==> config.mk <==
export PLATFORM = sky130hd
export DESIGN_NAME = sload_arbiter
export DESIGN_NICKNAME = d
export VERILOG_FILES = /design/src/rtl/sload_arbiter.sv
export SDC_FILE = /design/constraint.sdc
export NUM_CORES = 1
export LEC_CHECK = 0
export BUFFER_PORTS_ARGS = -buffer_cell sky130_fd_sc_hd__clkbuf_2
export CAP_MARGIN = 20
export CORE_AREA = 2 2 120 122
export DETAILED_ROUTE_END_ITERATION = 8
export DIE_AREA = 0 0 122 124
export HOLD_SLACK_MARGIN = 0.06
export PLACE_DENSITY = 0.73
export SYNTH_ARGS = -nofsm -noshare
export SYNTH_HDL_FRONTEND = slang
export SYNTH_SLANG_ARGS = --single-unit
==> constraint.sdc <==
create_clock -name CLK -period 3.6 [get_ports CLK]
set_input_delay 0.18 -clock CLK [delete_from_list [all_inputs] [get_ports CLK]]
set_output_delay 0.18 -clock CLK [all_outputs]
set_load 0.05 [all_outputs]
==> src/rtl/sload_arbiter.sv <==
// Round-robin owner of the scratchpad load port for NUM_REQ bank FSMs; optional BUSY abort via SLOAD_ARB_TIMEOUT_EN.
// Latency: grant/sLoad/busy one cycle after req_valid in IDLE; rsp_valid/rsp_data one cycle after sLoad_hit.
// Backpressure: one load in flight; losers keep req_valid high and are re-arbitrated after the owner's RESP.
module sload_arbiter #(
  parameter int NUM_REQ = 4,
  parameter int ADDR_W  = 32,
  parameter int DATA_W  = 64
`ifdef SLOAD_ARB_TIMEOUT_EN
  , parameter int TIMEOUT_CYC = 256
`endif
) (
  input  logic                      CLK,
  input  logic                      RST,
  input  logic [NUM_REQ-1:0]        req_valid,
  input  logic [NUM_REQ*ADDR_W-1:0] req_addr,
  output logic [NUM_REQ-1:0]        grant,
  output logic                      sLoad,
  output logic [ADDR_W-1:0]         load_addr,
  input  logic                      sLoad_hit,
  input  logic [DATA_W-1:0]         load_data,
  output logic [NUM_REQ-1:0]        rsp_valid,
  output logic [DATA_W-1:0]         rsp_data,
  output logic                      busy,
  output logic                      timeout_err
);

  localparam int IW = (NUM_REQ > 1) ? $clog2(NUM_REQ) : 1;

  typedef enum logic [1:0] {
    S_IDLE = 2'd0,
    S_BUSY = 2'd1,
    S_RESP = 2'd2
  } state_t;

  state_t              r_state;
  state_t              w_next;
  logic [NUM_REQ-1:0]  r_grant;
  logic [NUM_REQ-1:0]  r_mask;
  logic [IW-1:0]       r_idx;
  logic [IW-1:0]       r_rr_ptr;
  logic [ADDR_W-1:0]   r_load_addr;
  logic [DATA_W-1:0]   r_rsp_data;

  logic [NUM_REQ-1:0]  w_elig;
  logic [NUM_REQ-1:0]  w_pick_oh;
  logic [IW-1:0]       w_pick_idx;
  logic [IW-1:0]       w_rr_next;
  logic [IW:0]         w_sum;
  logic                w_found;
  logic                w_expire;

  // The requester just served is masked for exactly one IDLE cycle.
  assign w_elig    = req_valid & ~r_mask;
  assign w_pick_oh = NUM_REQ'(1) << w_pick_idx;
  assign w_rr_next = (r_idx == IW'(NUM_REQ - 1)) ? '0 : r_idx + 1'b1;

  // Round-robin scan starting at rr_ptr, wrapping modulo NUM_REQ.
  always_comb begin
    w_found    = 1'b0;
    w_pick_idx = '0;
    w_sum      = '0;
    for (int i = 0; i < NUM_REQ; i++) begin
      w_sum = {1'b0, r_rr_ptr} + (IW+1)'(i);
      if (w_sum >= (IW+1)'(NUM_REQ)) w_sum = w_sum - (IW+1)'(NUM_REQ);
      if (!w_found && w_elig[w_sum[IW-1:0]]) begin
        w_found    = 1'b1;
        w_pick_idx = w_sum[IW-1:0];
      end
    end
  end

`ifdef SLOAD_ARB_TIMEOUT_EN
  logic [15:0] r_wait_cnt;
  logic        r_timeout;

  assign w_expire = (r_state == S_BUSY) && !sLoad_hit &&
                    (r_wait_cnt == 16'(TIMEOUT_CYC - 1));

  // Wait counter: cleared on BUSY entry, counts BUSY cycles without a hit; error flag follows the abort into RESP.
  always_ff @(posedge CLK or posedge RST) begin
    if (RST) begin
      r_wait_cnt <= '0;
      r_timeout  <= 1'b0;
    end else begin
      r_timeout <= w_expire;
      if (r_state == S_IDLE && w_found) r_wait_cnt <= '0;
      else if (r_state == S_BUSY && !sLoad_hit) r_wait_cnt <= r_wait_cnt + 16'd1;
    end
  end

  assign timeout_err = r_timeout;
`else
  assign w_expire    = 1'b0;
  assign timeout_err = 1'b0;
`endif

  // State register.
  always_ff @(posedge CLK or posedge RST) begin
    if (RST) r_state <= S_IDLE;
    else     r_state <= w_next;
  end

  // Next-state: IDLE grants, BUSY waits for hit (or abort), RESP lasts one cycle.
  always_comb begin
    w_next = r_state;
    case (r_state)
      S_IDLE:  if (w_found) w_next = S_BUSY;
      S_BUSY:  if (sLoad_hit || w_expire) w_next = S_RESP;
      S_RESP:  w_next = S_IDLE;
      default: w_next = S_IDLE;
    endcase
  end

  // Datapath: latch owner and address on grant, capture data on hit, advance pointer and mask on RESP.
  always_ff @(posedge CLK or posedge RST) begin
    if (RST) begin
      r_grant     <= '0;
      r_mask      <= '0;
      r_idx       <= '0;
      r_rr_ptr    <= '0;
      r_load_addr <= '0;
      r_rsp_data  <= '0;
    end else begin
      case (r_state)
        S_IDLE: begin
          r_mask <= '0;
          if (w_found) begin
            r_grant     <= w_pick_oh;
            r_idx       <= w_pick_idx;
            r_load_addr <= req_addr[w_pick_idx*ADDR_W +: ADDR_W];
          end
        end
        S_BUSY: begin
          if (sLoad_hit)     r_rsp_data <= load_data;
          else if (w_expire) r_rsp_data <= '0;
        end
        S_RESP: begin
          r_grant  <= '0;
          r_mask   <= r_grant;
          r_rr_ptr <= w_rr_next;
        end
        default: r_grant <= '0;
      endcase
    end
  end

  assign grant     = r_grant;
  assign sLoad     = (r_state == S_BUSY);
  assign busy      = (r_state != S_IDLE);
  assign load_addr = r_load_addr;
  assign rsp_data  = r_rsp_data;
  assign rsp_valid = (r_state == S_RESP) ? r_grant : '0;

endmodule

==> impl_metrics.yaml <==
synthesis:
  netlist_top_cells_area: "dfrtp_1 (51%), mux2_2 (14%), a21o_1 (3.7%)"
  synth_ff_type: "dfrtp_1"
  synth_most_common_cell: "dfrtp_1"
  ys_seq_elements: 110
  synth_top_area_share_pct: 50.8
  synth_nets: 673
  synthesis.area_sq_mm: 0.00542
  async_reset_ff_share_pct: 100
  syn_inst: 473
  synth_cell_type_count: 44
  ys_warn_count: 0
  syn_area_per_cell_sq_um: 11.5
  ys_seq_area_share_pct: 50.8
  synth_largest_area_cell: "dfrtp_1"
  synthTopCellsByCount: "dfrtp_1 (110), mux2_2 (66), a21o_1 (27), nor2_1 (27)"
  synth-edff-count: 0
sta:
  skew_ns: 0.0102
  timing.final.crit_share_pct: 71.5
  period_needed_ns: 2.58
  setup_viol: 0
  tns_ns: 0
  worst_slew_pin_slew_ns: 1.14
  maxSlewViolCount: 0
  rsz0062_at_grt: "false"
  max_freq_ghz: 0.388
  hold_viol: 0
  maxSlewHeadroom_pct: 23.9
die:
  start_util_pct: 39.5
  io_pins: 306
  die_area_sq_mm: 0.0151
  num_rows: 43
  die_y_um: 124
  die_x_um: 122
  coreArea_sq_mm: 0.0137
setup_path:
  cp.arrival_ns: 2.79
  worstPathCellList: "and2b_4 -> or3_1 -> nand3_2 -> mux2i_1 -> o221ai_1"
  cp.required_ns: 3.81
  critical_path.top_delay_family: "simple AND/OR/NAND/NOR gates"
  ff2ff_setup_slack_ns: 1.02
  rr_worst_depth: 5
  path_buf_inv: 0
  critPathMaxStageDelay_ns: 0.66
  startpoint: "r_mask[1]"
  path_class: "register to register"
  r2r_end: "load_addr[21]"
  crit_path_end_kind: "register"
  critPathSlowestCell: "nand3_2"
  critPathCapture: "load_addr[21]"
  start_kind: "register"
  regToRegStartpoint: "r_mask[1]"
  cp.depth: 5
  crit_fanout: 24
place:
  numPortBuffers: 304
  finalWeightedCongestion: 0.803
  post-dp-hpwl_um: 12600
power_and_ir_drop:
  power_density_mw_per_mm2: 1050
  peakVddDrop_mv: 0.551
  p_leak_nw: 3.96
worst_hold_path:
  hp-class: "primary input to register"
  hold_path_depth: 2
  holdCritStartpoint: "load_data[24]"
clock_network:
  clk_latency_ns: 0.35
  cts_tree: "built"
  postCtsSetupBuffers: 0
  cts_buffers: 9
  clock_tree.buffer_depth: 2
  clkTransAtPathRegs_ns: 0.08
  cts_hold_buffers: 50
  ctsResizeCount: 0
  cts-root-buf: "clkbuf_16"
  htreeDepth: 3
  cts.sinks: 110
final_layout:
  multiInputGateArea_sq_mm: 0.00244
  nNetsFinal: 1008
  area_growth_pct: 45.1
  antennaDiodeCount: 0
  fillCellCount: 1192
  final_core_util_pct: 57.3
  layout-drive-gt1-share_pct: 50.7
  regArea_sq_mm: 0.00275
detailed_routing:
  ant_nets: 0
  firstDrtPassIters: 4
  wirelength_um: 17700
  vias_per_cell: 5.23
  dr_total_vias: 5190
  drt_iter0_drc: 207
  drc_errors: 0
  wl_per_cell_um: 17.8
global_route:
  grt_pass1_wl_um: 26900
  grt_max_degree: 59
  antenna_found_initial: 0
  overflow: 0
  grt_usage_pct: 22.9
  grt_pass1_vias: 5272
run_status:
  outcome: "finished clean"
run:
  max_cap_violations: 0
## how the worst min path moves through the flow
stage                   endpoint  slack [ns]
floorplan             r_state[0]        0.27
global placement    rsp_data[41]        0.33
CTS                 rsp_data[40]        0.06
finish              rsp_data[24]        0.07
detailed placement  rsp_data[41]        0.34
global route        rsp_data[29]        0.06
## cell families after synthesis
kind of cell | count (synthesis) | synth area share, %
compound gates | 121 | 15.9
simple gates | 112 | 11.4
flops | 110 | 50.8
mux | 84 | 17.0
buf+inv | 44 | 4.62
fa+ha+maj | 1 | 0.231
other cells | 1 | 0.0692
## power breakdown
part | internal, W | leakage (nW) | total (W) | switching [W]
combinational | 0.00140 | 2.50 | 0.00495 | 0.00355
sequential | 0.00185 | 1.31 | 0.00223 | 0.000374
clock | 0.000574 | 0.153 | 0.00107 | 0.000494
## sequential cells by signal, summed over array words and instances, names as in the netlist
name,flops
r_rr_ptr,2
r_mask,4
rsp_data,64
load_addr,32
r_idx,2
grant,4
r_state,2
## cell type report
cell class / count / area share [%]
flip-flops and latches: 110 / 35.0
multi-input cells: 319 / 31.0
repair buffers: 364 / 26.9
clock buffers: 10 / 3.04
well taps: 180 / 2.86
clock inverters: 6 / 0.986
inverters: 4 / 0.223
## worst reg2reg max path: stages, from the launching register on
cell,delay (ns)
dfrtp_1,0.40
and2b_4,0.28
or3_1,0.62
nand3_2,0.66
mux2i_1,0.35
o221ai_1,0.15
## per-layer routing
metal  vias to the layer above  GRT usage, %  part of all wire [%]
met5                         -             0                     0
met4                         0          10.6                   3.1
met3                        43          5.27                   7.0
met2                       225          40.0                    51
met1                      2504          26.7                    39
li1                       2418             -                     -
## per-stage QoR
stage | setup slack (ns) | total power [W] | cell area (sq um) | hold WS, ns | cells
3_3_place_gp | 1.10 | 0.00705 | 7030 | 0.328 | 925
4_1_cts | 1.04 | 0.00826 | 7840 | 0.0601 | 991
2_1_floorplan | 0.518 | 0.00600 | 5420 | 0.266 | 473
3_5_place_dp | 1.04 | 0.00714 | 7030 | 0.337 | 925
6_report | 1.02 | 0.00824 | 7860 | 0.0698 | 993
5_1_grt | 0.842 | 0.00868 | 7860 | 0.0626 | 993
## cell usage in the layout (no fill, tap or decap), types with 4 or more instances in the layout
| master | n |
|---|---|
| clkbuf_2 | 304 |
| a21o_1 | 27 |
| dfrtp_1 | 110 |
| nand2_1 | 18 |
| o21ai_0 | 4 |
| nand4_1 | 24 |
| mux2_2 | 66 |
| nand3_1 | 23 |
| dlygate4sd3_1 | 52 |
| buf_4 | 7 |
| nor2_1 | 27 |
| clkbuf_16 | 9 |
| o31ai_1 | 24 |
| o221ai_1 | 9 |
| a21oi_1 | 24 |
| a31oi_1 | 23 |
| and2_1 | 6 |
| mux2i_1 | 18 |
No activity file was read; power rests on OpenSTA's default activity.
